==> src/rtl/opb_regbank_pkg.sv <==
// Shared types and helpers for the OPB register bank.
//   state_e      : two-state slave handshake (IDLE, ACK)
//   OPB_DW       : OPB data width
//   opb_to_user  : OPB [0:31] numbering -> user [31:0] numbering
//   user_to_opb  : inverse of opb_to_user
//   be_merge     : byte-enable merge of a new word into an old one (user order)
package opb_regbank_pkg;

    localparam int OPB_DW = 32;

    typedef enum logic [0:0] {
        IDLE = 1'b0,
        ACK  = 1'b1
    } state_e;

    // User bit b carries OPB bit 31-b. OPB bit 0 is the MSB, so the numeric
    // value of the word is unchanged; only the index numbering flips.
    function automatic logic [OPB_DW-1:0] opb_to_user(input logic [0:OPB_DW-1] opb);
        logic [OPB_DW-1:0] u;
        for (int b = 0; b < OPB_DW; b++) begin
            u[b] = opb[OPB_DW-1-b];
        end
        return u;
    endfunction

    function automatic logic [0:OPB_DW-1] user_to_opb(input logic [OPB_DW-1:0] u);
        logic [0:OPB_DW-1] o;
        for (int b = 0; b < OPB_DW; b++) begin
            o[OPB_DW-1-b] = u[b];
        end
        return o;
    endfunction

    // BE[k] covers OPB bits [8k:8k+7], i.e. user bits [31-8k -: 8].
    function automatic logic [OPB_DW-1:0] be_merge(input logic [OPB_DW-1:0] old_w,
                                                   input logic [OPB_DW-1:0] new_w,
                                                   input logic [0:3]        be);
        logic [OPB_DW-1:0] r;
        r = old_w;
        for (int k = 0; k < 4; k++) begin
            if (be[k]) r[OPB_DW-1-8*k -: 8] = new_w[OPB_DW-1-8*k -: 8];
        end
        return r;
    endfunction

endpackage

==> src/rtl/opb_slave_ack_fsm.sv <==
// OPB slave handshake: window decode, IDLE/ACK state machine, error latch.
//   clk, rst     : bus clock, async active-high reset
//   opb_abus     : byte address
//   opb_select   : transfer request
//   req_fire     : 1 in the IDLE cycle that accepts a transfer (commit point)
//   req_word     : word offset from C_BASEADDR (valid with req_fire)
//   sl_ack       : transfer acknowledge, one cycle
//   sl_err       : error acknowledge, only alongside sl_ack
module opb_slave_ack_fsm
    import opb_regbank_pkg::*;
#(
    parameter logic [31:0] C_BASEADDR = 32'h0100_6000,
    parameter logic [31:0] C_HIGHADDR = 32'h0100_60FF,
    parameter int          N_MAPPED   = 7
) (
    input  logic        clk,
    input  logic        rst,
    input  logic [0:31] opb_abus,
    input  logic        opb_select,
    output logic        req_fire,
    output logic [29:0] req_word,
    output logic        sl_ack,
    output logic        sl_err
);

    state_e      state_q, state_d;
    logic        err_q, err_d;
    logic        hit;
    logic [31:0] offset;
    logic [1:0]  unused_byte_off;

    assign offset          = opb_abus - C_BASEADDR;
    assign unused_byte_off = offset[1:0];
    assign req_word        = offset[31:2];
    assign hit             = opb_select && (opb_abus >= C_BASEADDR) && (opb_abus <= C_HIGHADDR);
    assign req_fire        = (state_q == IDLE) && hit;

    always_comb begin
        state_d = state_q;
        err_d   = err_q;
        case (state_q)
            IDLE: begin
                if (hit) begin
                    state_d = ACK;
                    err_d   = (req_word >= 30'(N_MAPPED));
                end
            end
            ACK: begin
                // Always return to IDLE: a held select is re-serviced after one gap cycle.
                state_d = IDLE;
                err_d   = 1'b0;
            end
            default: begin
                state_d = IDLE;
                err_d   = 1'b0;
            end
        endcase
    end

    always_ff @(posedge clk or posedge rst) begin
        if (rst) begin
            state_q <= IDLE;
            err_q   <= 1'b0;
        end else begin
            state_q <= state_d;
            err_q   <= err_d;
        end
    end

    assign sl_ack = (state_q == ACK);
    assign sl_err = (state_q == ACK) && err_q;

endmodule

==> src/rtl/opb_register_bank.sv <==
// Parametrised OPB slave register bank: N_CTRL read/write control words,
// N_STAT read-only status words, optional shadow + atomic COMMIT.
//   OPB_Clk/OPB_Rst    : clock, async active-high reset
//   OPB_ABus/BE/DBus   : address, byte enables, write data (OPB [0:31] order)
//   OPB_RNW/select     : read flag, transfer request; OPB_seqAddr ignored
//   Sl_DBus/xferAck    : read data (zero outside ack), acknowledge
//   Sl_errAck          : unmapped word inside the window
//   Sl_retry/toutSup   : tied low
//   user_data_out      : live control words, word i at [32i+31:32i]
//   user_data_in       : status words, same packing
//   user_wr_strobe     : pulse when live word i takes a new value
//   commit_pulse       : pulse on an effective COMMIT write
module opb_register_bank
    import opb_regbank_pkg::*;
#(
    parameter logic [31:0] C_BASEADDR  = 32'h0100_6000,
    parameter logic [31:0] C_HIGHADDR  = 32'h0100_60FF,
    parameter int          N_CTRL      = 4,
    parameter int          N_STAT      = 2,
    parameter int          COMMIT_MODE = 0,
    parameter logic [31:0] RESET_VALUE = 32'h0
) (
    input  logic                                    OPB_Clk,
    input  logic                                    OPB_Rst,
    input  logic [0:31]                             OPB_ABus,
    input  logic [0:3]                              OPB_BE,
    input  logic [0:31]                             OPB_DBus,
    input  logic                                    OPB_RNW,
    input  logic                                    OPB_select,
    input  logic                                    OPB_seqAddr,
    output logic [0:31]                             Sl_DBus,
    output logic                                    Sl_xferAck,
    output logic                                    Sl_errAck,
    output logic                                    Sl_retry,
    output logic                                    Sl_toutSup,
    output logic [N_CTRL*32-1:0]                    user_data_out,
    input  logic [(N_STAT > 0 ? N_STAT : 1)*32-1:0] user_data_in,
    output logic [N_CTRL-1:0]                       user_wr_strobe,
    output logic                                    commit_pulse
);

    localparam int          NS       = (N_STAT > 0) ? N_STAT : 1;
    localparam logic [29:0] W_COMMIT = 30'(N_CTRL + N_STAT);

    logic [N_CTRL-1:0][OPB_DW-1:0] live_q, live_d;
    logic [N_CTRL-1:0][OPB_DW-1:0] shadow_q, shadow_d;
    logic [N_CTRL-1:0]             strobe_q, strobe_d;
    logic                          commit_q, commit_d;
    logic [OPB_DW-1:0]             rdata_q, rdata_d;
    logic [NS-1:0][OPB_DW-1:0]     stat_w;
    logic [OPB_DW-1:0]             wdata;
    logic                          req_fire, sl_ack, sl_err;
    logic [29:0]                   req_word;
    logic                          unused_seq;

    assign unused_seq = OPB_seqAddr;
    assign stat_w     = user_data_in;
    assign wdata      = opb_to_user(OPB_DBus);

    opb_slave_ack_fsm #(
        .C_BASEADDR (C_BASEADDR),
        .C_HIGHADDR (C_HIGHADDR),
        .N_MAPPED   (N_CTRL + N_STAT + 1)
    ) u_fsm (
        .clk        (OPB_Clk),
        .rst        (OPB_Rst),
        .opb_abus   (OPB_ABus),
        .opb_select (OPB_select),
        .req_fire   (req_fire),
        .req_word   (req_word),
        .sl_ack     (sl_ack),
        .sl_err     (sl_err)
    );

    // Writes and read sampling happen on the IDLE->ACK edge, so the ACK cycle
    // only presents results; strobes/commit are registered into that cycle.
    always_comb begin
        live_d   = live_q;
        shadow_d = shadow_q;
        strobe_d = '0;
        commit_d = 1'b0;
        rdata_d  = rdata_q;
        if (req_fire) begin
            rdata_d = '0;
            if (OPB_RNW) begin
                for (int i = 0; i < N_CTRL; i++) begin
                    if (req_word == 30'(i))
                        rdata_d = (COMMIT_MODE != 0) ? shadow_q[i] : live_q[i];
                end
                for (int j = 0; j < N_STAT; j++) begin
                    if (req_word == 30'(N_CTRL + j)) rdata_d = stat_w[j];
                end
            end else begin
                for (int i = 0; i < N_CTRL; i++) begin
                    if (req_word == 30'(i)) begin
                        if (COMMIT_MODE != 0) begin
                            shadow_d[i] = be_merge(shadow_q[i], wdata, OPB_BE);
                        end else begin
                            live_d[i]   = be_merge(live_q[i], wdata, OPB_BE);
                            strobe_d[i] = 1'b1;
                        end
                    end
                end
                // COMMIT trigger is OPB bit 31 (user bit 0), in the byte BE[3] covers.
                if ((COMMIT_MODE != 0) && (req_word == W_COMMIT) && OPB_BE[3] && OPB_DBus[31]) begin
                    live_d   = shadow_q;
                    strobe_d = '1;
                    commit_d = 1'b1;
                end
            end
        end
    end

    always_ff @(posedge OPB_Clk or posedge OPB_Rst) begin
        if (OPB_Rst) begin
            live_q   <= {N_CTRL{RESET_VALUE}};
            shadow_q <= {N_CTRL{RESET_VALUE}};
            strobe_q <= '0;
            commit_q <= 1'b0;
            rdata_q  <= '0;
        end else begin
            live_q   <= live_d;
            shadow_q <= shadow_d;
            strobe_q <= strobe_d;
            commit_q <= commit_d;
            rdata_q  <= rdata_d;
        end
    end

    assign Sl_xferAck     = sl_ack;
    assign Sl_errAck      = sl_err;
    assign Sl_DBus        = sl_ack ? user_to_opb(rdata_q) : '0;
    assign Sl_retry       = 1'b0;
    assign Sl_toutSup     = 1'b0;
    assign user_data_out  = live_q;
    assign user_wr_strobe = strobe_q;
    assign commit_pulse   = commit_q;

endmodule

==> config.mk <==
export PLATFORM = sky130hd
export DESIGN_NAME = opb_register_bank
export DESIGN_NICKNAME = d
export VERILOG_FILES = /design/src/rtl/opb_regbank_pkg.sv /design/src/rtl/opb_slave_ack_fsm.sv /design/src/rtl/opb_register_bank.sv
export SDC_FILE = /design/constraint.sdc
export NUM_CORES = 1
export LEC_CHECK = 0
export BUFFER_PORTS_ARGS = -buffer_cell sky130_fd_sc_hd__buf_4
export CORE_ASPECT_RATIO = 0.7
export CORE_MARGIN = 10
export CORE_UTILIZATION = 25
export CTS_BUF_LIST = sky130_fd_sc_hd__clkbuf_8 sky130_fd_sc_hd__clkbuf_16
export DETAILED_ROUTE_END_ITERATION = 7
export GPL_TIMING_DRIVEN = 1
export PLACE_DENSITY = 0.43
export SYNTH_ARGS = -nofsm -noshare
export SYNTH_HDL_FRONTEND = slang
export SYNTH_HIERARCHICAL = 1
export SYNTH_SLANG_ARGS = --single-unit
==> constraint.sdc <==
create_clock -name OPB_Clk -period 6.27 [get_ports OPB_Clk]
set_input_delay 0.3135 -clock OPB_Clk [delete_from_list [all_inputs] [get_ports OPB_Clk]]
set_output_delay 0.3135 -clock OPB_Clk [all_outputs]
set_load 0.005 [all_outputs]
# Word level (Yosys, flattened, before mapping)
# Index checks and enable logic that the tools add are counted.
# W data, S select, Z words.
# op_classes
order_cmp,3
n_mux,18
reduce_logical,21
bitwise_logic,2
n_addsub,1
eq_ne,6
# ops
cell,count
$mux W32,8
$reduce_and A4 Y1,16
$eq A30 B2 Y1 const B,2
$eq A30 B3 Y1 const B,2
$ge A32 B25 Y1 const B,1
$le A32 B25 Y1 const B,1
$sub A32 B25 Y32 const B,1
$eq A30 B1 Y1 const B,1
$ge A30 B3 Y1 const B,1
$logic_not A30 Y1,1
$mux W4,2
$mux W1,6
$logic_and A1 B1 Y1,4
$pmux W1 S2,2
$ne A2 B1 Y1 const B,1
$not A1 Y1,2
# totals
inputBits,137
output_inout_bits,169
word_cells,71
ff_bits,166

# Depth between registers and ports, before layout
# logic_depth
depth_word,9
depth_mapped,13
ltp_nobuf,10

# Modules after synthesis
# The synthesis kept the hierarchy.
# modules_own_cells
module,cells_per_inst,seq_area_each_um2,area_each_um2,n_inst
opb_register_bank,640,4103.9,8005.2,1
opb_slave_ack_fsm,88,50.0,691.9,1

# Least setup slack after synthesis
# Ideal clock, no wire load.
# synth_timing
path_type,input to register
start,in OPB_ABus[18] (netlist bit)
end,"reg live_q, in the netlist user_data_out[72]"
setup_time_ps,128
arrival_time_ps,3193
slack_ps,2949
stages,13
path_cell_list,ha_1 -> or3_2 -> clkbuf_1 -> o41ai_2 -> mux2_1 -> nand4_1 -> nor4_1 -> nand4_2 -> nor4_2 -> buf_4 -> buf_8 -> nand3_4 -> mux2_1
# synth_via
elab_cells_between_ends,8
classes_between,add/sub: 1; order compare: 2; eq/ne: 1; reduce/logical: 4
# synth_lines
item,line,rtl
from (decl),opb_register_bank.sv:25,"input logic [0:31] OPB_ABus,"
$sub A32 B25 Y32,opb_slave_ack_fsm.sv:32,assign offset = opb_abus - C_BASEADDR;
via req_word[29],opb_register_bank.sv:53,logic [29:0] req_word;
$eq A30 B2 Y1,opb_register_bank.sv:95,if (req_word == 30'(i)) begin
$reduce_and A4 Y1 (no source line),--,
to (signal assigned),opb_register_bank.sv:116,live_q <= {N_CTRL{RESET_VALUE}};
to (signal assigned),opb_register_bank.sv:122,live_q <= live_d;
to (decl),opb_register_bank.sv:45,"logic [N_CTRL-1:0][OPB_DW-1:0] live_q, live_d;"
# The timed path passes the listed nets, and every way through them passes these cells.
# A chain may end at the register's enable or synchronous reset.

# Worst setup path in the final report
# layout_timing
start,in OPB_ABus[18] (netlist bit)
end,"reg live_q, in the netlist user_data_out[34]"
# layout_via
elab_cells_between_ends,8
classes_between,add/sub: 1; order compare: 2; eq/ne: 1; reduce/logical: 4
# layout_lines
item,line
$sub A32 B25 Y32,opb_slave_ack_fsm.sv:32
via req_word[29],opb_register_bank.sv:53
$eq A30 B1 Y1,opb_register_bank.sv:95
$reduce_and A4 Y1 (no source line),--
# The timed path passes the listed nets, and every way through them passes these cells.

==> results.toml <==
[run_status]
status = "completed"

[power]
ir_drop_mv = 0.1410
p_sw_uw = 594.2
switching_share = 0.2585
pwr-share-seq = 0.466
p_int_mw = 1.704
p_clk_frac = 0.454
total_power_mw = 2.298
power_density_nw_per_um2 = 192.4
comb_power_share = 0.081
power_leakage_nw = 5.846

[logic_synthesis]
synth_area_sq_um = 8697
syn_avg_cell_area_sq_um = 11.95
synth_edf_count = 0
synthFlopType = "dfrtp_1"
synth_top_area_share = 0.4776
ys_warn_count = 6
synth_xor_xnor_area_share = 0.01611
synth_most_common_cell = "dfrtp_1"
synthSimpleGateAreaFrac = 0.1289
synth_area_leaders = "dfrtp_1, mux2_2, mux2_1"
synth_top_family_by_area = "multiplexers"
ys_seq_area_frac = 0.4776
synth-compound-area-share = 0.1126
ys_top_cells_by_count = "dfrtp_1, mux2_2, mux2_1"
synth_cells = 728
synth_async_sr_flop_share = 1.000
yosysUniqueCellTypes = 58
synthAdderAreaFrac = 0.001439
muxShareOfSynthArea = 0.2240
synth_top_area_cell = "dfrtp_1"
ys_ff_latch = 166

[detailed_routing]
vias_per_cell = 4.797
drtAntennaViolNets = 0
drc = 0
firstDrtPassIters = 4
drt_iter0_drc = 285
vias = 7152
wire_per_inst_um = 24.70
postRouteWirelength_mm = 36.83

[floorplanning]
die_w_um = 242.9
io_pins = 306
core-area_sq_um = 34520
initial_utilization = 0.2520
fp-row-count = 57
fp.dieH_um = 176.1
dieArea_sq_um = 42770

[finish]
nFillCells = 3593
drive_above_1_share = 0.4499
syn2layout_area_growth_pct = 37.35
nNetsFinal = 1143
fin_util = 0.3461
final_area_sq_um = 11950

[sta]
drv_slew = 0
finalCritPeriodShare = 0.6188
finalClockSkew_ps = 9.939
slew_headroom = 0.2482
worst_slack_ps = 2390
fmax_mhz = 257.7
finalSetupViolCount = 0
final-hold-violation-count = 0
rsz0062_at_grt = "no"
layout_min_cycle_time_ps = 3880
finalSetupTns_ps = 0
worst_pin_slew_ps = 1124

[placement]
place_congestion = 0.7984
place_area_sq_um = 11370
post-place-ws_ps = 1816
portBuffers = 299
dp_hpwl_mm = 27.30

[hold_path]
min_from = "user_data_in[54]"
hp-class = "in2reg"

[clocking]
htree_num_levels = 4
cts_setup_buffers = 0
cts_buffers = 17
clockBufferDepth = 2
clockRootBuffer = "clkbuf_16"
clkSinkCount = 166
cts_tree = "done"
clk_latency_ps = 440
clkTransAtPathRegs_ps = 80

[worst_setup_path]
startpoint = "OPB_ABus[18]"
slowest_delay_ps = 540
crit_path_start_kind = "primary input"
crit_chain = "buf_4 > ha_1 > or3_2 > o41ai_2 > mux2_1 > nand4_1 > nor4_1 > nand4_2 > nor4_4 > buf_4 > nand3_1 > mux2_2"
r2r-start = "u_fsm/sl_ack"
worstSetupPathType = "in2reg"
arrival_ps = 4210
cp_top_family = "simple AND/OR/NAND/NOR gates"
cp-end-kind = "register"
slowest_stage = "or3_2"
crit_buf_inv = 2
worst_path_most_repeated_cell = "buf_4"
worstPathRequired_ps = 6600
cp_max_fo = 18

[global_routing]
grt_pass1_vias = 7582
grt_max_degree = 70
gr-total-overflow = 0
antenna_found_initial = 0
gr-usage-all-layers = 0.1694
grt_first_pass_wirelength_mm = 54.29

[job]
cap_violations = 0
## power groups by stage
stage | Combinational (mW) | Sequential, mW | Clock (mW)
2_1_floorplan | 0.0781 | 1.09 | 0
6_report | 0.185 | 1.07 | 1.04
5_1_grt | 0.203 | 1.07 | 1.12
3_3_place_gp | 0.188 | 1.09 | 0
4_1_cts | 0.189 | 1.07 | 1.08
3_5_place_dp | 0.188 | 1.09 | 0
## worst min-delay path, cell delays in order
cell     delay, ps
buf_4           80
a22oi_1         50
o21ai_0         60
## layer usage
| layer | GRT usage | wire length [um] | vias up |
|---|---|---|---|
| met4 | 0.02233 | 208 | 0 |
| met3 | 0.05072 | 2216 | 10 |
| li1 | - | - | 3255 |
| met1 | 0.2301 | 17320 | 3682 |
| met5 | 0 | 0 | - |
| met2 | 0.2678 | 17090 | 205 |
## timing repair
item | CTS | global route
endpoints found under the hold margin | 40 | 0
gates resized for setup | 0 | 0
hold buffers | 1 | 0
## path summary, 6_finish.rpt
check	to	slack, ps	cells after the start
min reg2reg	rdata_q[7]	500	2
max	user_data_out[34]	2390	12
min	rdata_q[22]	100	3
max reg2reg	rdata_q[0]	2870	7
max in group asynchronous	user_data_out[49]	4510	4
min in group asynchronous	u_fsm/err_q	320	3
## state kept, by name, summed over array words and instances, names as in the netlist
register / cells
u_fsm/sl_ack: 1
rdata_q: 32
user_wr_strobe: 4
u_fsm/err_q: 1
user_data_out: 128
## through the flow
stage | std cells | hold WS, ps
4_1_cts | 1490 | 72.61
3_3_place_gp | 1457 | 212.0
3_5_place_dp | 1457 | 213.7
2_1_floorplan | 730 | 54.68
6_report | 1491 | 96.06
5_1_grt | 1490 | 88.11
## cell type report
class | instances | area, sq um | share of cell area
Antenna cell | 1 | 2.502 | 0.0002095
Timing Repair Buffer | 309 | 2322 | 0.1944
Clock buffer | 17 | 425.4 | 0.03561
Clock inverter | 15 | 141.4 | 0.01184
Multi-Input combinational cell | 494 | 4239 | 0.3549
Tap cell | 472 | 590.6 | 0.04944
Sequential cell | 166 | 4155 | 0.3479
Inverter | 17 | 68.82 | 0.005761
## logic make-up (layout without fill, tap and decap cells)
kind of cell	Yosys count	after routing
AND/OR/NAND/NOR	170	170
flip-flops	166	166
multiplexers	161	161
AO/OA/AOI/OAI	143	143
buffers and inverters	70	358
XOR/XNOR	16	16
adder cells (fa/ha/maj)	1	1
other	1	4
## placed cells by master (no fill, tap or decap), types with 3 or more instances in the layout
master	instances
o21ai_1	9
nand4_2	5
xnor2_1	9
and2_1	37
o2bb2ai_1	16
or4_1	3
nand3_1	9
inv_6	6
a22oi_1	16
buf_4	308
dfrtp_1	165
nor4_4	4
mux2i_1	18
mux4_2	14
nor2_1	13
a21oi_1	11
xor2_1	7
clkinvlp_4	5
o22a_1	6
inv_1	14
mux2_1	63
clkbuf_16	17
nand2_1	39
nand3_4	8
or3_2	3
a32oi_1	16
nor2b_1	4
mux2_2	66
nor4_1	9
nor3_1	14
o21ai_0	57
conb_1	3
Power figures use the tool's default switching activity.
